File: config.mk
export PLATFORM = sky130hd
export DESIGN_NAME = cache_opto_fifo
export DESIGN_NICKNAME = d
export VERILOG_FILES = /design/src/rtl/cache_opto_pkg.sv /design/src/rtl/cache_opto_sdpram.sv /design/src/rtl/cache_opto_fifo.sv
export SDC_FILE = /design/constraint.sdc
export NUM_CORES = 2
export LEC_CHECK = 0
export CORE_ASPECT_RATIO = 1.75
export CORE_MARGIN = 2
export CORE_UTILIZATION = 52
export DETAILED_ROUTE_END_ITERATION = 6
export PLACE_DENSITY_LB_ADDON = 0.25
export SYNTH_ARGS = -nofsm -noshare
export SYNTH_HDL_FRONTEND = slang
export SYNTH_HIERARCHICAL = 1
export SYNTH_SLANG_ARGS = --single-unit
File: constraint.sdc
create_clock -name i_clk -period 11.7 [get_ports i_clk]
set_clock_uncertainty 0.1 [all_clocks]
set_input_delay 1.17 -clock i_clk [delete_from_list [all_inputs] [get_ports i_clk]]
set_output_delay 1.17 -clock i_clk [all_outputs]
set_load 0.02 [all_outputs]
File: src/rtl/cache_opto_pkg.sv
// Shared definitions for the opto-channel sample cache: default widths,
// level width helper and the status bundle layout used by the register map.
package cache_opto_pkg;

  localparam int unsigned CACHE_OPTO_DW = 16;
  localparam int unsigned CACHE_OPTO_AW = 8;

  // Level must represent 0..DEPTH inclusive, hence one extra bit.
  function automatic int unsigned level_w(input int unsigned aw);
    return aw + 1;
  endfunction

  typedef struct packed {
    logic overflow;
    logic underflow;
    logic afull;
    logic full;
    logic empty;
  } status_t;

  localparam status_t STATUS_RESET = 5'b00001;

endpackage

File: src/rtl/cache_opto_sdpram.sv
// Simple dual-port RAM with a registered read port; the array has no reset
// so it maps onto block RAM.
module cache_opto_sdpram #(
  parameter int unsigned DW = 16,
  parameter int unsigned AW = 8
) (
  input  logic          clk,
  input  logic          wr_en,
  input  logic [AW-1:0] wr_addr,
  input  logic [DW-1:0] wr_data,
  input  logic          rd_en,
  input  logic [AW-1:0] rd_addr,
  output logic [DW-1:0] rd_data
);

  logic [DW-1:0] mem [0:(1<<AW)-1];

  always_ff @(posedge clk) begin
    if (wr_en) mem[wr_addr] <= wr_data;
    if (rd_en) rd_data <= mem[rd_addr];
  end

endmodule

File: src/rtl/cache_opto_fifo.sv
// FWFT cache buffer for opto samples: block RAM, prefetching head stage,
// registered level/threshold status and sticky error flags.
module cache_opto_fifo
  import cache_opto_pkg::*;
#(
  parameter int unsigned DATA_WIDTH   = CACHE_OPTO_DW,
  parameter int unsigned ADDR_WIDTH   = CACHE_OPTO_AW,
  parameter int unsigned AFULL_THRESH = 240
) (
  input  logic                  i_clk,
  input  logic                  i_rst_n,
  input  logic                  i_clr,
  input  logic                  i_wr_en,
  input  logic [DATA_WIDTH-1:0] i_wr_data,
  output logic                  o_rd_valid,
  output logic [DATA_WIDTH-1:0] o_rd_data,
  input  logic                  i_rd_ready,
  output logic [ADDR_WIDTH:0]   o_level,
  output logic                  o_full,
  output logic                  o_empty,
  output logic                  o_afull,
  output logic                  o_overflow,
  output logic                  o_underflow
);

  localparam int unsigned DEPTH = 1 << ADDR_WIDTH;
  localparam int unsigned LW    = level_w(ADDR_WIDTH);

  logic [ADDR_WIDTH-1:0] wr_ptr, rd_ptr;
  logic [LW-1:0]         ram_cnt, ram_cnt_nxt;
  logic [LW-1:0]         level, level_nxt;
  logic                  inflight, inflight_nxt;
  logic                  head_valid, head_valid_nxt;
  logic [DATA_WIDTH-1:0] head_data, ram_dout;
  status_t               status, status_nxt;
  logic                  wr_acc, pop, rd_en, load_head;

  cache_opto_sdpram #(
    .DW(DATA_WIDTH),
    .AW(ADDR_WIDTH)
  ) u_ram (
    .clk     (i_clk),
    .wr_en   (wr_acc),
    .wr_addr (wr_ptr),
    .wr_data (i_wr_data),
    .rd_en   (rd_en),
    .rd_addr (rd_ptr),
    .rd_data (ram_dout)
  );

  // The RAM output register acts as a second prefetch slot behind the head:
  // a read issues whenever that slot will be free after this edge, which
  // keeps one word per clock flowing while popping back-to-back.
  always_comb begin
    wr_acc         = i_wr_en & ~status.full;
    pop            = head_valid & i_rd_ready;
    load_head      = inflight & (~head_valid | pop);
    rd_en          = (ram_cnt != '0) & (~inflight | ~head_valid | pop);
    inflight_nxt   = rd_en | (inflight & ~load_head);
    head_valid_nxt = load_head | (head_valid & ~pop);
    ram_cnt_nxt    = ram_cnt + LW'(wr_acc) - LW'(rd_en);
    level_nxt      = level + LW'(wr_acc) - LW'(pop);

    status_nxt           = status;
    status_nxt.full      = (level_nxt == LW'(DEPTH));
    status_nxt.empty     = (level_nxt == '0);
    status_nxt.afull     = (level_nxt >= LW'(AFULL_THRESH));
    status_nxt.overflow  = status.overflow | (i_wr_en & status.full);
    status_nxt.underflow = status.underflow | (i_rd_ready & ~head_valid & (level == '0));
  end

  always_ff @(posedge i_clk or negedge i_rst_n) begin
    if (!i_rst_n) begin
      wr_ptr     <= '0;
      rd_ptr     <= '0;
      ram_cnt    <= '0;
      level      <= '0;
      inflight   <= 1'b0;
      head_valid <= 1'b0;
      head_data  <= '0;
      status     <= STATUS_RESET;
    end else if (i_clr) begin
      wr_ptr     <= '0;
      rd_ptr     <= '0;
      ram_cnt    <= '0;
      level      <= '0;
      inflight   <= 1'b0;
      head_valid <= 1'b0;
      status     <= STATUS_RESET;
    end else begin
      if (wr_acc) wr_ptr <= wr_ptr + ADDR_WIDTH'(1);
      if (rd_en)  rd_ptr <= rd_ptr + ADDR_WIDTH'(1);
      if (load_head) head_data <= ram_dout;
      ram_cnt    <= ram_cnt_nxt;
      level      <= level_nxt;
      inflight   <= inflight_nxt;
      head_valid <= head_valid_nxt;
      status     <= status_nxt;
    end
  end

  assign o_rd_valid  = head_valid;
  assign o_rd_data   = head_data;
  assign o_level     = level;
  assign o_full      = status.full;
  assign o_empty     = status.empty;
  assign o_afull     = status.afull;
  assign o_overflow  = status.overflow;
  assign o_underflow = status.underflow;

endmodule

; ---- Word-level counts from Yosys, hierarchy flattened
; Memories as Yosys holds them, arrays and structs flattened. A register that Yosys moved wholly into a read port is not among the register bits.
; Cells that the tools add are included.
[classes]
muxes = 11
n_eq_ne = 1
magnitude_cmp = 1
reduce_logical = 6
bitwise_logic = 22
add_sub_neg = 6
[ops]
columns = cell, count
row1 = $mux 8, 4
row2 = $add 9x1->9, 2
row3 = $logic_not 9->1, 2
row4 = $mux 9, 2
row5 = $sub 9x1->9, 2
row6 = $add 8x1->8 const B, 2
row7 = $and 1x1->1, 9
row8 = $eq 9x9->1 const B, 1
row9 = $ge 9x8->1 const B, 1
row10 = $reduce_bool 9->1, 1
row11 = $or 1x1->1, 7
row12 = $not 1->1, 6
row13 = $mux 5, 1
row14 = $mux 1, 4
row15 = $reduce_bool 2->1, 2
row16 = $reduce_and 2->1, 1
[totals]
ramBits = 4096
inputBits = 21
reg_bits = 57
memories = 1
[mem_list]
columns = name, depth, width, read_ports, rd_clocked_by_memory_dff, write_ports, line_no
row1 = u_ram.mem, 256, 16, 1, 1, 1, cache_opto_sdpram.sv:16  ; logic [DW-1:0] mem [0:(1<<AW)-1];

; ---- Depth between registers and ports, before layout
[depth]
ltp_word = 7
ltp_mapped = 15

; ---- Cells and area by module
; Netlist, hierarchy kept.
[by_module_without_submodules]
columns = module, cells_per_inst, seq_area_each_um2, area_per_inst_um2, instances
row1 = cache_opto_sdpram, 7360, 123478.4, 158874.9, 1
row2 = cache_opto_fifo, 275, 1427.6, 2994.1, 1

; ---- Least setup slack after synthesis
; No wires, ideal clock.
[synth_timing]
path_type = input to register
from = input i_rd_ready
to = register ram_cnt[8]
stages = 13
arrival_ns = 3.888
setup_slack_ns = 7.584
setup_ns = 0.128
cell_sequence = nor2b_1 -> a22oi_2 -> ha_1 -> inv_1 -> ha_1 -> inv_1 -> fa_1 -> nand2b_1 -> a21oi_1 -> o21ai_1 -> a21oi_1 -> o41ai_1 -> mux2_1
[synth_between]
elab_chain_len = 5
[synth_lines]
columns = item, line_no
row1 = "start, declared", cache_opto_fifo.sv:17  ; input logic i_rd_ready,
row2 = $and 1x1->1, cache_opto_fifo.sv:56  ; pop = head_valid & i_rd_ready;
row3 = $or 1x1->1, cache_opto_fifo.sv:58  ; rd_en = (ram_cnt != '0) & (~inflight | ~head_valid | pop);
row4 = $and 1x1->1, cache_opto_fifo.sv:58
row5 = named net rd_en, cache_opto_fifo.sv:36  ; logic wr_acc, pop, rd_en, load_head;
row6 = $sub 9x1->9, cache_opto_fifo.sv:61  ; ram_cnt_nxt = ram_cnt + LW'(wr_acc) - LW'(rd_en);
row7 = $mux 9, cache_opto_fifo.sv:82  ; end else if (i_clr) begin
row8 = "end signal, assigned", cache_opto_fifo.sv:94  ; ram_cnt <= ram_cnt_nxt;
row9 = "end, declared", cache_opto_fifo.sv:30  ; logic [LW-1:0] ram_cnt, ram_cnt_nxt;
; The timed path passes the listed nets, and every way through them passes these cells.
; A chain may end at the register's enable or synchronous reset.

==> out/summary.md <==
The largest driver fanout on the critical path was 58; the clock latency reported for the late side of the worst-skew pair was 0.92 ns. The cell-internal power came out at 26670 uW. The tools report the post-cts resize count as 0. In this run the worst setup path begins at rd_ptr[2]$_DFFE_PN0P_.

Net switching is 27.32% of the power. The sequential area share after synthesis came out at 77.16%. For the number of buffers between clock root and the deepest sink, the log shows 4. The category of cells accounting for the largest share of critical-path delay is simple AND/OR/NAND/NOR gates. The shortest clock period the worst path allows after layout was 5.775 ns; the area inside the core boundary was 0.3106 mm2. The mean cell area of the mapped netlist came out at 21.20 um2. The commonest register cell after synthesis was edfxtp_1.

For the number of rows in the core area, the log shows 271. Cell type with the highest occurrence count on the critical path: buf_4. The I/O pin count was 52; the height of the chip was 742.1 um. The routed length per placed instance was 34.17 um. Global routing used 32.27% of the available met1 tracks.

The flow ran to the end, but the final reports show violations. The area growth from synthesis to layout is 10.99%. Setup repair after global routing left no endpoint under its margin. The tool flagged a number of max-cap violations equal to 2. The arrival time at the worst endpoint was 6.27 ns. Number of global-route vias before repair: 81.69k.

The launch instance of the worst min-delay path was o_rd_data[5]$_DFFE_PN0P_. On the critical path, the stage with the largest delay is an instance of nor3_1. The number of placed instances, taps included was 11.72k.

The placed instances occupy a cell area of 0.1683 mm2. The global routing stage identified its most utilized layer as met2. The count of unresolved DRC violations after routing was 1. After layout, the worst setup slack is 5.925 ns. Entering global routing, the biggest net connects 122 pins. The worst setup slack before clock tree synthesis was 6.161 ns; the worst vdd rail ir drop was 0.2269 mV. The logs give -7.544% for the normalized max-slew margin and 0 for the post-CTS setup repair buffer count. The floorplan step defined a die boundary enclosing 0.3159 mm2. The longest individual stage delay on the worst path is 1.27 ns, and the overall power is 36700 uW. For the met2 usage, the log shows 46.02%.

The critical path contains buffers and inverters numbering 3 combined. The number of clock buffers added by TritonCTS is 355. Leakage power of the design: 0.05561 uW.

The final reports fail on design-rule violations, max-capacitance violations, max-slew violations. The clock-pin slew of the registers on the worst-case setup and hold paths was 0.07 ns; the summed area of non-filler cells in the final layout was 0.1797 mm2. In the synthesized netlist, the cells that appear most often are edfxtp_1 (4112), mux4_2 (797), mux2i_1 (568). The most common cell in the synthesized netlist is edfxtp_1. The tools report the combinational share of power as 22.5%.

For this run the aggregate overflow at the end of global routing stands at 0. In the global route stage, met3 resource usage came out at 4.058%. Static timing analysis puts the maximum clock frequency at 173.2 MHz.

The critical path data required time is 12.20 ns, and the gate count after technology mapping is 7635. Setup violations remaining at the end of the flow were counted as 0. The warning count from the yosys run was 6; the number of antenna violations at the first check in global routing was 12. The tools report the synthesized net count as 7684. The tools report the root buffer selected by CTS as clkbuf_16. The final count of pins violating max slew is 3, and the area share of the largest cell type after synthesis is 76.28%. In the final timing run, aggregate negative setup slack is 0 ns. The final worst-path cycle share is 49.36%. Wires add up to 422700 um. The tools report the routability congestion estimate from global placement as 0.8766. The die is 425.8 um wide.

In this run the worst hold path is classified as reg2reg. The netlist uses 72 different library cells. The signal on the critical path passes through buf_4 -> or2_4 -> buf_4 -> buf_4 -> o221ai_1 -> o22ai_1 -> nor3_1 -> nor3_1 -> nor4_1.

The post-route netlist has 22.65% of its cells at a drive strength greater than 1. After the first detailed-routing iteration, the DRC count stood at 9276. The first global-routing pass estimated 599000 um of wire. Once detail routing completed, the nets flagged for antenna violations numbered 0. Reg-to-reg startpoint: rd_ptr[2]$_DFFE_PN0P_.

For this design the ratio of total power to cell area is 204.2 mW/mm2. The all-layer global routing usage was 26.69%; the hold violation total from the final report was 0. For this run, the number of standard cells in the final layout without fillers is 12.37k.

The synthesized design contains 4112 enable-type register cells. The detailed router placed 79.85k vias in this run. The net switching power figure was 10020 uW; the number of synthesized register bits was 4169.

The H-tree generated during clock tree synthesis spans 5 levels. The number of port buffers came out at 51. The biggest area contributor in the post-synthesis netlist is edfxtp_1. The clock net in this run drives a total of 4169 sinks. The pre-antenna-repair detailed-routing pass consisted of 7 iterations. The fraction of registers with async set/reset was 1.367%; the placed wire-length estimate after detailed placement was 254000 um. The run gives 8035 as the layout net count. Endpoint class of the critical path: a register.

In the routed layout, each cell is associated on average with a via count of 6.456. In the post-synthesis netlist, the biggest area contributors are edfxtp_1 (76%), mux4_2 (11%), mux2i_1 (3.5%). The tools report the effective utilization at floorplan as 52.12%. Of the total power, registers draw 45.4%. At the pin with the least slew margin, the transition time is 1.601 ns. After synthesis the cells add up to 0.1619 mm2. TritonCTS built the clock tree.

The startpoint-to-endpoint class of the critical path is reg2reg. The clock network accounts for 32.1% of the total power. STA classifies the critical path startpoint as a register.
-- worst reg2reg max path: stages, from the launching register on --
cell and delay, ns:
dfrtp_4 0.76, buf_4 0.56, or2_4 0.54, buf_4 0.62
buf_4 0.78, o221ai_1 0.34, o22ai_1 0.23, nor3_1 0.17
nor3_1 1.28, nor4_1 0.08
-- cells by family after synthesis --
logic type | count (synthesis) | share of synthesized area (%)
multiplexers | 1470 | 15.33
flip-flops | 4169 | 77.16
AND/OR/NAND/NOR | 635 | 1.793
adder cells (fa/ha/maj) | 28 | 0.2257
buffers and inverters | 489 | 1.738
AO/OA/AOI/OAI | 819 | 3.612
XOR/XNOR | 25 | 0.1353
-- per-layer routing --
metal  wire (um)  part of all wire, %
met4       27390                  6.5
met5          87                0.021
met2      218300                   52
met3       30550                  7.2
met1      146400                   35
-- flip-flops by register name (all words and copies together) (netlist names), 8 cells and up --
name           count
wr_ptr             8
rd_ptr             8
o_rd_data         16
o_level            9
ram_cnt            9
u_ram/rd_data     16
u_ram/mem       4096
-- repair_timing --
item	CTS	global route
setup endpoints to repair	0	0
hold buffers	1	0
endpoints found under the hold margin	11	0
-- per-stage QoR --
step / utilization, % / hold WS, ns
2_1_floorplan: - / 0.3390
3_3_place_gp: 54.16 / 0.3813
3_5_place_dp: 54.19 / 0.3835
4_1_cts: 57.84 / 0.3984
5_1_grt: 57.84 / 0.4214
6_report: 57.85 / 0.3888
-- worst paths after layout --
kind | end | slack [ns] | depth (start not counted)
worst min register to register | o_rd_data[5]$_DFFE_PN0P_ | 0.39 | 1
worst max-delay path | u_ram/rd_data[0]$_DFFE_PP_ | 5.93 | 9
max in group asynchronous | rd_ptr[1]$_DFFE_PN0P_ | 9.77 | 3
worst min-delay path | o_rd_data[5]$_DFFE_PN0P_ | 0.39 | 1
min in group asynchronous | ram_cnt[5]$_DFF_PN0_ | 0.54 | 2
worst max register to register | u_ram/rd_data[0]$_DFFE_PP_ | 5.93 | 9
-- layout by cell type (no fill, tap or decap), types with 9 or more instances in the layout --
cell | synthesis | routed
a211oi_1 | 18 | 18
a21oi_1 | 185 | 185
a221oi_1 | 28 | 28
a22o_1 | 32 | 32
a22oi_1 | 43 | 43
and3_1 | 15 | 15
buf_12 | 5 | 14
buf_4 | 26 | 385
buf_8 | 11 | 17
bufinv_16 | 0 | 35
clkbuf_1 | 232 | 83
clkbuf_16 | 0 | 361
clkbuf_8 | 0 | 9
clkdlybuf4s50_1 | 0 | 33
clkinv_1 | 0 | 61
clkinv_2 | 0 | 60
clkinvlp_4 | 0 | 12
dfrtp_1 | 56 | 51
edfxtp_1 | 4112 | 4112
ha_1 | 26 | 26
inv_1 | 30 | 28
mux2_2 | 98 | 98
mux2i_1 | 568 | 568
mux4_2 | 797 | 797
nand2_1 | 44 | 44
nand3_1 | 41 | 31
nand3_2 | 0 | 10
nand4_1 | 28 | 28
nor2_1 | 342 | 328
nor2_2 | 0 | 14
nor2b_1 | 14 | 13
nor3_1 | 94 | 88
nor4_1 | 17 | 17
o21ai_0 | 38 | 33
o221ai_1 | 252 | 252
o22ai_1 | 149 | 149
o31ai_1 | 16 | 15
o32ai_1 | 20 | 13
xnor2_1 | 13 | 13
xor2_1 | 12 | 12
-- power groups by stage --
stage          clock (uW)  combinational, uW  sequential (uW)
2_1_floorplan           0               6090            16900
3_3_place_gp            0               8220            17000
3_5_place_dp            0               8300            17000
4_1_cts             11900               8320            16700
5_1_grt             12400               8690            16700
6_report            11800               8250            16700
-- cell type report --
class                   count  area [um2]
repair buffers            452        3782
flip-flops and latches   4169      124900
fillers                 22303      130900
multi-input cells        2977       34350
inverters                  31       128.9
clock inverters           184        1863
well taps                4095        5124
diodes                      8       20.02
clock buffers             453        9469
Power figures use the tool's default switching activity.
